### src/rtl/alu_issue_stage.sv
// alu_issue_stage: decodes an RV32I ALU instruction, selects the operands and issues a registered,
// flow-controlled bundle to the execute stage.
//
// Ports:
//   i_Clock, i_Reset (synchronous, active low)
//   upstream   : i_Valid / o_Ready, i_Instruction, i_Pc, i_Rs1_Data, i_Rs2_Data
//   downstream : o_Valid / i_Ready, o_Alu_Select, o_Input_A, o_Input_B, o_Rd, o_Reg_Write,
//                o_Illegal
//
// A two-entry skid buffer (output register plus one skid register) keeps o_Ready registered
// while still sustaining one bundle per cycle.
module alu_issue_stage #(
    parameter int unsigned XLEN           = 32,
    parameter int unsigned REG_ADDR_WIDTH = 5
) (
    input  logic                      i_Clock,
    input  logic                      i_Reset,
    input  logic                      i_Valid,
    output logic                      o_Ready,
    input  logic [31:0]               i_Instruction,
    input  logic [XLEN-1:0]           i_Pc,
    input  logic [XLEN-1:0]           i_Rs1_Data,
    input  logic [XLEN-1:0]           i_Rs2_Data,
    output logic                      o_Valid,
    input  logic                      i_Ready,
    output logic [3:0]                o_Alu_Select,
    output logic [XLEN-1:0]           o_Input_A,
    output logic [XLEN-1:0]           o_Input_B,
    output logic [REG_ADDR_WIDTH-1:0] o_Rd,
    output logic                      o_Reg_Write,
    output logic                      o_Illegal
);

    localparam logic [3:0] AluAdd     = 4'd0;
    localparam logic [3:0] AluSub     = 4'd1;
    localparam logic [3:0] AluAnd     = 4'd2;
    localparam logic [3:0] AluOr      = 4'd3;
    localparam logic [3:0] AluXor     = 4'd4;
    localparam logic [3:0] AluSll     = 4'd5;
    localparam logic [3:0] AluSrl     = 4'd6;
    localparam logic [3:0] AluSra     = 4'd7;
    localparam logic [3:0] AluUnknown = 4'd15;

    localparam logic [6:0] OpcodeOp    = 7'b0110011;
    localparam logic [6:0] OpcodeOpImm = 7'b0010011;
    localparam logic [6:0] OpcodeLui   = 7'b0110111;
    localparam logic [6:0] OpcodeAuipc = 7'b0010111;

    localparam logic [6:0] Funct7Base = 7'b0000000;
    localparam logic [6:0] Funct7Alt  = 7'b0100000;

    typedef struct packed {
        logic [3:0]                sel;
        logic [XLEN-1:0]           a;
        logic [XLEN-1:0]           b;
        logic [REG_ADDR_WIDTH-1:0] rd;
        logic                      reg_write;
        logic                      illegal;
    } bundle_t;

    // ------------------------------------------------------------------
    // Decode
    // ------------------------------------------------------------------
    logic [6:0]                opcode;
    logic [2:0]                funct3;
    logic [6:0]                funct7;
    logic [REG_ADDR_WIDTH-1:0] rd_idx;
    logic [REG_ADDR_WIDTH-1:0] shamt;
    logic [XLEN-1:0]           imm_i;
    logic [XLEN-1:0]           imm_u;
    logic [XLEN-1:0]           imm_shamt;
    logic                      legal;
    bundle_t                   dec;

    // The rs1 index field is consumed by the register file, not here.
    logic unused_rs1_idx;
    assign unused_rs1_idx = ^i_Instruction[19:15];

    assign opcode    = i_Instruction[6:0];
    assign funct3    = i_Instruction[14:12];
    assign funct7    = i_Instruction[31:25];
    assign rd_idx    = i_Instruction[7 +: REG_ADDR_WIDTH];
    assign shamt     = i_Instruction[20 +: REG_ADDR_WIDTH];
    assign imm_i     = XLEN'($signed(i_Instruction[31:20]));
    assign imm_u     = XLEN'($signed({i_Instruction[31:12], 12'b0}));
    assign imm_shamt = XLEN'(shamt);

    always_comb begin
        dec       = '0;
        dec.sel   = AluUnknown;
        dec.rd    = rd_idx;
        legal     = 1'b0;

        case (opcode)
            OpcodeOp: begin
                dec.a = i_Rs1_Data;
                dec.b = i_Rs2_Data;
                case (funct3)
                    3'b000: begin
                        if (funct7 == Funct7Base) begin
                            dec.sel = AluAdd;
                            legal   = 1'b1;
                        end else if (funct7 == Funct7Alt) begin
                            dec.sel = AluSub;
                            legal   = 1'b1;
                        end
                    end
                    3'b001: begin
                        dec.sel = AluSll;
                        legal   = (funct7 == Funct7Base);
                    end
                    3'b100: begin
                        dec.sel = AluXor;
                        legal   = (funct7 == Funct7Base);
                    end
                    3'b110: begin
                        dec.sel = AluOr;
                        legal   = (funct7 == Funct7Base);
                    end
                    3'b111: begin
                        dec.sel = AluAnd;
                        legal   = (funct7 == Funct7Base);
                    end
                    3'b101: begin
                        if (funct7 == Funct7Base) begin
                            dec.sel = AluSrl;
                            legal   = 1'b1;
                        end else if (funct7 == Funct7Alt) begin
                            dec.sel = AluSra;
                            legal   = 1'b1;
                        end
                    end
                    default: legal = 1'b0; // SLT/SLTU have no ALU op
                endcase
            end
            OpcodeOpImm: begin
                dec.a = i_Rs1_Data;
                dec.b = imm_i;
                case (funct3)
                    3'b000: begin
                        dec.sel = AluAdd;
                        legal   = 1'b1;
                    end
                    3'b100: begin
                        dec.sel = AluXor;
                        legal   = 1'b1;
                    end
                    3'b110: begin
                        dec.sel = AluOr;
                        legal   = 1'b1;
                    end
                    3'b111: begin
                        dec.sel = AluAnd;
                        legal   = 1'b1;
                    end
                    3'b001: begin
                        dec.sel = AluSll;
                        dec.b   = imm_shamt;
                        legal   = (funct7 == Funct7Base);
                    end
                    3'b101: begin
                        dec.b = imm_shamt;
                        if (funct7 == Funct7Base) begin
                            dec.sel = AluSrl;
                            legal   = 1'b1;
                        end else if (funct7 == Funct7Alt) begin
                            dec.sel = AluSra;
                            legal   = 1'b1;
                        end
                    end
                    default: legal = 1'b0;
                endcase
            end
            OpcodeLui: begin
                dec.sel = AluAdd;
                dec.a   = '0;
                dec.b   = imm_u;
                legal   = 1'b1;
            end
            OpcodeAuipc: begin
                dec.sel = AluAdd;
                dec.a   = i_Pc;
                dec.b   = imm_u;
                legal   = 1'b1;
            end
            default: legal = 1'b0;
        endcase

        // Illegal bundles still issue so the trap logic sees them, but carry no operands.
        if (!legal) begin
            dec.sel = AluUnknown;
            dec.a   = '0;
            dec.b   = '0;
        end
        dec.illegal   = !legal;
        dec.reg_write = legal && (rd_idx != '0);
    end

    // ------------------------------------------------------------------
    // Output register + skid register
    // ------------------------------------------------------------------
    bundle_t out_q, out_d;
    bundle_t skid_q, skid_d;
    logic    out_valid_q, out_valid_d;
    logic    skid_valid_q, skid_valid_d;
    logic    ready_q, ready_d;
    logic    accept;
    logic    consume;

    assign accept  = i_Valid && ready_q;
    assign consume = out_valid_q && i_Ready;

    always_comb begin
        out_d        = out_q;
        out_valid_d  = out_valid_q;
        skid_d       = skid_q;
        skid_valid_d = skid_valid_q;

        if (consume) begin
            // ready_q is low whenever skid is full, so accept cannot coincide with a skid drain.
            if (skid_valid_q) begin
                out_d        = skid_q;
                skid_valid_d = 1'b0;
            end else if (accept) begin
                out_d = dec;
            end else begin
                out_valid_d = 1'b0;
            end
        end else if (accept) begin
            if (!out_valid_q) begin
                out_d       = dec;
                out_valid_d = 1'b1;
            end else begin
                skid_d       = dec;
                skid_valid_d = 1'b1;
            end
        end

        ready_d = !skid_valid_d;
    end

    always_ff @(posedge i_Clock) begin
        if (!i_Reset) begin
            out_q        <= '0;
            skid_q       <= '0;
            out_valid_q  <= 1'b0;
            skid_valid_q <= 1'b0;
            ready_q      <= 1'b0;
        end else begin
            out_q        <= out_d;
            skid_q       <= skid_d;
            out_valid_q  <= out_valid_d;
            skid_valid_q <= skid_valid_d;
            ready_q      <= ready_d;
        end
    end

    assign o_Ready      = ready_q;
    assign o_Valid      = out_valid_q;
    assign o_Alu_Select = out_q.sel;
    assign o_Input_A    = out_q.a;
    assign o_Input_B    = out_q.b;
    assign o_Rd         = out_q.rd;
    assign o_Reg_Write  = out_q.reg_write;
    assign o_Illegal    = out_q.illegal;

endmodule

### config.mk
export PLATFORM = sky130hd
export DESIGN_NAME = alu_issue_stage
export DESIGN_NICKNAME = d
export VERILOG_FILES = /design/src/rtl/alu_issue_stage.sv
export SDC_FILE = /design/constraint.sdc
export NUM_CORES = 1
export LEC_CHECK = 0
export CAP_MARGIN = 20
export CORE_MARGIN = 2
export CORE_UTILIZATION = 50
export DETAILED_ROUTE_END_ITERATION = 12
export GPL_TIMING_DRIVEN = 0
export PLACE_DENSITY = 0.84
export REMOVE_ABC_BUFFERS = 1
export SLEW_MARGIN = 10
export SYNTH_ARGS = -nofsm -noshare
export SYNTH_HDL_FRONTEND = slang
export SYNTH_SLANG_ARGS = --single-unit
export TNS_END_PERCENT = 100
### constraint.sdc
create_clock -name i_Clock -period 3.29 [get_ports i_Clock]
set_input_delay 0.658 -clock i_Clock [delete_from_list [all_inputs] [get_ports i_Clock]]
set_output_delay 0.658 -clock i_Clock [all_outputs]
set_load 0.005 [all_outputs]
== After elaboration in Yosys (flattened, before gate mapping) ==
Index checks and enable logic that the tools add are counted.

* Bits in registers: 153
* Input bits: 132
* Output and inout bits: 77

* Equality and inequality tests: 13
* Mux-type cells: 26
* Bitwise logic cells: 1
* Reductions and logical operators: 18

{| class="wikitable"
|+ Operators with widths
! kind !! number
|-
| $mux 75 || 5
|-
| $pmux 68 s4 || 1
|-
| $mux 68 || 1
|-
| $pmux 4 s6 || 2
|-
| $mux 32 || 1
|-
| $eq 7x6->1 const B || 3
|-
| $mux 4 || 4
|-
| $eq 7x5->1 const B || 2
|-
| $eq 3x3->1 const B || 4
|-
| $mux 1 || 9
|-
| $reduce_and 3->1 || 3
|-
| $reduce_or 4->1 || 2
|-
| $logic_not 7->1 || 1
|-
| $pmux 1 s3 || 2
|-
| $reduce_or 2->1 || 3
|-
| $reduce_bool 5->1 || 1
|-
| $ne 2x2->1 const B || 2
|-
| $reduce_bool 2->1 || 2
|-
| $eq 3x1->1 const B || 1
|-
| $logic_and 1x1->1 || 3
|-
| $logic_not 3->1 || 1
|-
| $logic_not 1->1 || 2
|-
| $ne 2x1->1 const B || 1
|-
| $pmux 1 s2 || 1
|-
| $not 1->1 || 1
|}

== Logic depth before layout (Yosys ltp) ==
* Depth in word-level cells: 9
* Depth in mapped cells: 8
* Mapped depth without buffers: 5

== Least setup slack after synthesis ==
OpenSTA, ideal clock, no wires.

* Path type: input-to-reg
* Start point: input i_Instruction[25]
* End point: register out_q, in the netlist o_Alu_Select[0]
* Arrival: 2.168 ns
* Data required time: 3.165 ns
* Setup slack: 0.998 ns
* Stages: 7
* Buffers on the path: 2
* Path through: or4_4 nor3_4 a311o_1 buf_4 buf_2 nand3_1 o2bb2ai_1

* Word-level cells in the longest chain between the ends: 9
* Elaborated cells between the ends (all ways): 18

{| class="wikitable"
|+ Ends and longest elaborated chain
! what !! line !! source
|-
| start, declared || 20 || <nowiki>input logic [31:0] i_Instruction,</nowiki>
|-
| $eq 7x6->1 || 103, 128, 166 ||
|-
| $mux 1 || 103, 128, 166 ||
|-
| $mux 1 || 163 || <nowiki>if (funct7 == Funct7Base) begin</nowiki>
|-
| $pmux 1 s3 / $pmux 1 s2 (equally long branches) || 139, 98 ||
|-
| $pmux 1 s3 || 94 || <nowiki>case (opcode)</nowiki>
|-
| $mux 68 (*) || 190 || <nowiki>if (!legal) begin</nowiki>
|-
| $mux 75 (on tied branches) || 230, 224 ||
|-
| $mux 75 (on tied branches) || 229, 221 ||
|-
| $mux 75 (*) || 219 || <nowiki>if (consume) begin</nowiki>
|-
| end signal, assigned || 250 || <nowiki>out_q <= out_d;</nowiki>
|-
| end, declared || 202 || <nowiki>bundle_t out_q, out_d;</nowiki>
|}

Mark *: on every way between the ends. The rest lies on a longest branch, timed or not. The select of a mux whose other input is x is not followed.
A chain may end at the register's enable or synchronous reset.

== Final worst setup path ==
* Start point: input i_Instruction[25]
* End point: register skid_q[19] in the netlist's numbering

* Word-level cells in the longest chain between the ends: 6
* Elaborated cells between the ends (all ways): 8

{| class="wikitable"
|+ Ends and longest elaborated chain
! what !! line !! source
|-
| $eq 7x6->1 || 103, 128, 166 ||
|-
| $mux 1 || 103, 128, 166 ||
|-
| $mux 1 || 163 ||
|-
| $pmux 1 s3 / $pmux 1 s2 (equally long branches) || 139, 98 ||
|-
| $pmux 1 s3 (*) || 94 ||
|-
| $mux 68 (*) || 190 ||
|-
| end signal, assigned || 251 || <nowiki>skid_q <= skid_d;</nowiki>
|-
| end, declared || 203 || <nowiki>bundle_t skid_q, skid_d;</nowiki>
|}

Mark *: on every way between the ends. The rest lies on a longest branch, timed or not.

==> results.md <==
Timing:
- The final critical path takes up 95.1% of the cycle.
- The remaining max-slew budget at the tightest pin is 43.1%.
- Across the routed clock network, the largest skew measured is 6.21 ps.
- The smallest clock period supported by the final layout is computed as 3130 ps.
- Setup repair after global routing left no endpoint under its margin.
- The setup TNS after final layout is 0 ps.
- The total count of max-transition violations in the final report came to 0.
- The number of hold-slack violations in the final timing report was 0.
- At the pin with the least slew margin, the transition time is about 850 ps.
- The upper clock frequency limit is 320 MHz.
- The post-route worst setup slack is 161 ps.
- The number of failing setup endpoints in the final timing report is 0.

Synth:
- Summing the sequential cell areas from Yosys gives between 40% and 50% of the chip area.
- Summing the areas of all fa, ha and maj instances in the mapped netlist gives 0% of the synthesized area.
- The number of enable flip-flop cells after synthesis is 0.
- The number of synthesized register bits is approximately 150.
- For this run, the leading register cell type out of synthesis is sky130_fd_sc_hd__dfxtp_1.
- Counting flops with an async set or reset pin after synthesis yields a share of 0%.
- The average cell area after synthesis is 7.96 um^2.
- The xor/xnor cell area share of the yosys netlist is 0%.
- After synthesis, the share of cell area in mux cells is 0.718%.
- Of the total synthesized cell area, the portion taken by AND, OR, NAND and NOR gates is 18.3%.
- Synthesis instantiated 48 different standard cells from the library.
- The post-synthesis cell area is about 0.0070 mm^2.
- In the synthesized netlist, the number of instances is 875.
- The synthesized netlist devotes 30.7% of its cell area to compound gates.
- The total number of yosys warnings is 0.
- By area, the combinational part of the netlist is dominated by compound AO/OA/AOI/OAI gates.

Hold path:
- The worst hold path belongs to the class flop to flop.

Die:
- The floorplan step defined a core boundary enclosing 0.0137 mm^2.
- The full die area is 0.0149 mm^2.
- The effective utilization at floorplan is 50.8%.
- The I/O pin count is 209.
- The die width is 122 um.
- The site row count is 43.
- The die is 122 um tall.

Worst setup path:
- The kind of launch point of the worst setup path is an input port.
- The kind of end point of the critical path is a flop.
- In this run the worst path has a maximum fanout of 25.
- The endpoint arrival time on the critical path is between 3000 and 4000 ps.
- The largest individual stage delay along the critical path comes from the cell sky130_fd_sc_hd__a311o_2.
- The data required time of the critical path is 3610 ps.
- The signal on the critical path passes through clkdlybuf4s50_1, or4_4, nor3_4, a311o_2, nand4_2, o21ai_0.
- The biggest cell delay along the critical path is 620 ps.
- The worst setup path is of the input port to flop kind.

Clocking:
- The number of buffers created by CTS is 17.
- After clock tree synthesis, the clock-pin slew on the worst setup and hold paths is 60 ps.
- Post-CTS repair changed the size of 0 cells.
- The buffer type at the clock tree root is sky130_fd_sc_hd__clkbuf_16.
- For the worst-skew pair, the clock arrives at the later sink with an insertion delay of 410 ps.
- The buffer depth of the longest clock path is 2.
- The clock tree from TritonCTS is yes.
- The CTS sink count is 153.
- The post-CTS setup repair buffer count is 0.
- The clock tree synthesis step divided the H-tree into 4 levels.
- The count of hold-fix buffers inserted at cts is 0.

Detailed routing:
- The routed layout has 7154 vias.
- The final wirelength is 20.7 mm.
- After detailed routing, the average wire length per cell comes to about 17 um.
- Dividing the detail-routed via count by the number of cells gives 5.85.
- The first-pass iteration count of the detailed router is 5.
- After the first detailed-routing iteration, the DRC count stood at a little under 700.
- The DRC violation count after routing is 0.
- The number of nets with antenna violations after detailed routing is 0.

GRT:
- The residual overflow from global routing is 0.
- The largest net degree at the start of global routing is between 70 and 80.
- The via count of the first global-routing pass is 6673.
- For this run, the total global-route usage over all layers was measured as 27.6%.
- The first global-routing pass estimated 32.9 mm of wire.
- The number of antenna violations at the first check in global routing is 0.

Power:
- The design draws 0.00457 W.
- The worst vdd rail ir drop is 0.346 mV.
- The total leakage power is 3.54 nW.
- In this run the power density over the cells is 465 mW/mm^2.

Placement:
- The routability congestion estimate from global placement is 0.781.
- The wire-length estimate of the detail-placed layout is 13.2 mm.
- Input and output buffers added on the ports amount to 208.
- The pre-CTS setup slack is -192 ps.

Outcome:
- The run finished with clean final reports.

Finish:
- For this run, the share of the core covered by cells in the final layout is between 70 and 80%.
- The most common cell after layout, fill and taps aside is sky130_fd_sc_hd__clkdlybuf4s50_1.
- The net total in the final layout is 1162.
- The repair_antennas step left the layout with diodes totalling 0.
- The library cells used most frequently in the layout, excluding fill and tap cells, are sky130_fd_sc_hd__clkdlybuf4s50_1 (205), sky130_fd_sc_hd__dfxtp_1 (153), sky130_fd_sc_hd__a21oi_1 (144).
- The proportion of layout cells with a drive suffix above 1 is 5.85%.
- After filler insertion, the fill cell instance count of the layout stands at 1067.
- Compared with the post-synthesis result, the final layout area differs by 41.1%.

Job:
- Max-cap violations in this run came to 0.
area by class of cell:
class	instances	area [um^2]	area share (%)
inverter	23	87.6	0.891
timing repair buffer	222	2310	23.5
sequential	153	3060	31.2
clock inverter	8	143	1.45
multi-input combinational	613	3520	35.8
clock buffer	23	478	4.86
tap	180	225	2.29
logic make-up (layout without fill, tap and decap cells):
group | count (synthesis) | count (layout)
AOI/OAI and AO/OA | 346 | 346
buffers and inverters | 109 | 276
DFF | 153 | 153
muxes | 5 | 5
and+or+nand+nor | 262 | 262
report_power, final:
part           internal, W  switching (W)  leakage, nW
clock network      0.00132       0.000722        0.303
logic             0.000315       0.000278         1.99
registers          0.00190      0.0000264         1.24
critical path, delay by kind of cell:
kind                   cells  cell delay [ps]
AO/OA/AOI/OAI              2              980
AND/OR/NAND/NOR            3             1330
buffers and inverters      1              470
synth_stat cells, types with 2 or more instances:
cell | n | share of area [%]
sky130_fd_sc_hd__o31ai_1 | 3 | 0.32
sky130_fd_sc_hd__o211a_1 | 2 | 0.29
sky130_fd_sc_hd__o22ai_1 | 19 | 1.7
sky130_fd_sc_hd__o211ai_1 | 2 | 0.22
sky130_fd_sc_hd__nor3b_1 | 2 | 0.22
sky130_fd_sc_hd__nor3_1 | 13 | 0.93
sky130_fd_sc_hd__o21ai_0 | 73 | 5.2
sky130_fd_sc_hd__and3_1 | 2 | 0.18
sky130_fd_sc_hd__nor2b_1 | 35 | 3.1
sky130_fd_sc_hd__buf_2 | 7 | 0.50
sky130_fd_sc_hd__a311oi_1 | 6 | 0.75
sky130_fd_sc_hd__a211oi_1 | 2 | 0.22
sky130_fd_sc_hd__and2_1 | 6 | 0.54
sky130_fd_sc_hd__nor2_1 | 50 | 2.7
sky130_fd_sc_hd__inv_1 | 22 | 1.2
sky130_fd_sc_hd__o2bb2ai_1 | 2 | 0.25
sky130_fd_sc_hd__nand3_1 | 54 | 3.9
sky130_fd_sc_hd__nand4_1 | 8 | 0.72
sky130_fd_sc_hd__a221o_1 | 19 | 2.7
sky130_fd_sc_hd__dfxtp_1 | 153 | 44
sky130_fd_sc_hd__a31oi_1 | 7 | 0.63
sky130_fd_sc_hd__clkbuf_1 | 71 | 3.8
sky130_fd_sc_hd__a22oi_1 | 20 | 2.2
sky130_fd_sc_hd__nand2b_1 | 2 | 0.18
sky130_fd_sc_hd__mux2i_1 | 5 | 0.72
sky130_fd_sc_hd__buf_1 | 5 | 0.27
sky130_fd_sc_hd__a21oi_1 | 145 | 10
sky130_fd_sc_hd__nand2_1 | 81 | 4.4
sky130_fd_sc_hd__buf_6 | 2 | 0.32
sky130_fd_sc_hd__a22o_1 | 39 | 4.9
registers in the layout, indices dropped and copies added, names as in the netlist:
register and count:
skid_q 75, o_Input_A 32, o_Input_B 32, o_Rd 5, o_Alu_Select 4, o_Illegal 1
o_Ready 1, o_Reg_Write 1, o_Valid 1, skid_valid_q 1
per-stage QoR:
| step | cell area [um^2] | instances | hold slack (ps) |
|---|---|---|---|
| 2_1_floorplan | 6620 | 789 | 425 |
| 3_5_place_dp | 9210 | 1191 | 442 |
| 5_1_grt | 9830 | 1222 | 466 |
| 6_report | 9830 | 1222 | 454 |
| 4_1_cts | 9830 | 1222 | 455 |
| 3_3_place_gp | 8920 | 1177 | 435 |
path summary, 6_finish.rpt:
path | cells after the start | endpoint | from | slack, ps
setup / recovery | 6 | skid_q[19]$_SDFFE_PN0P_ | i_Instruction[25] | 160
hold / removal | 2 | o_Alu_Select[1]$_SDFFE_PN0P_ | o_Alu_Select[1]$_SDFFE_PN0P_ | 450
setup reg to reg | 7 | skid_q[62]$_SDFFE_PN0P_ | o_Valid$_SDFFE_PN0P_ | 640
hold reg to reg | 2 | o_Alu_Select[1]$_SDFFE_PN0P_ | o_Alu_Select[1]$_SDFFE_PN0P_ | 450
metal layers:
metal  routed length (um)  vias up  GRT usage, %
met1                 8830     3360          36.2
li1                     -     3472             -
met5                    0        -             0
met2                 9870      288          43.7
met3                 1450       34          5.76
met4                  532        0          12.4
Note: power is estimated with default switching activity, not from simulation.
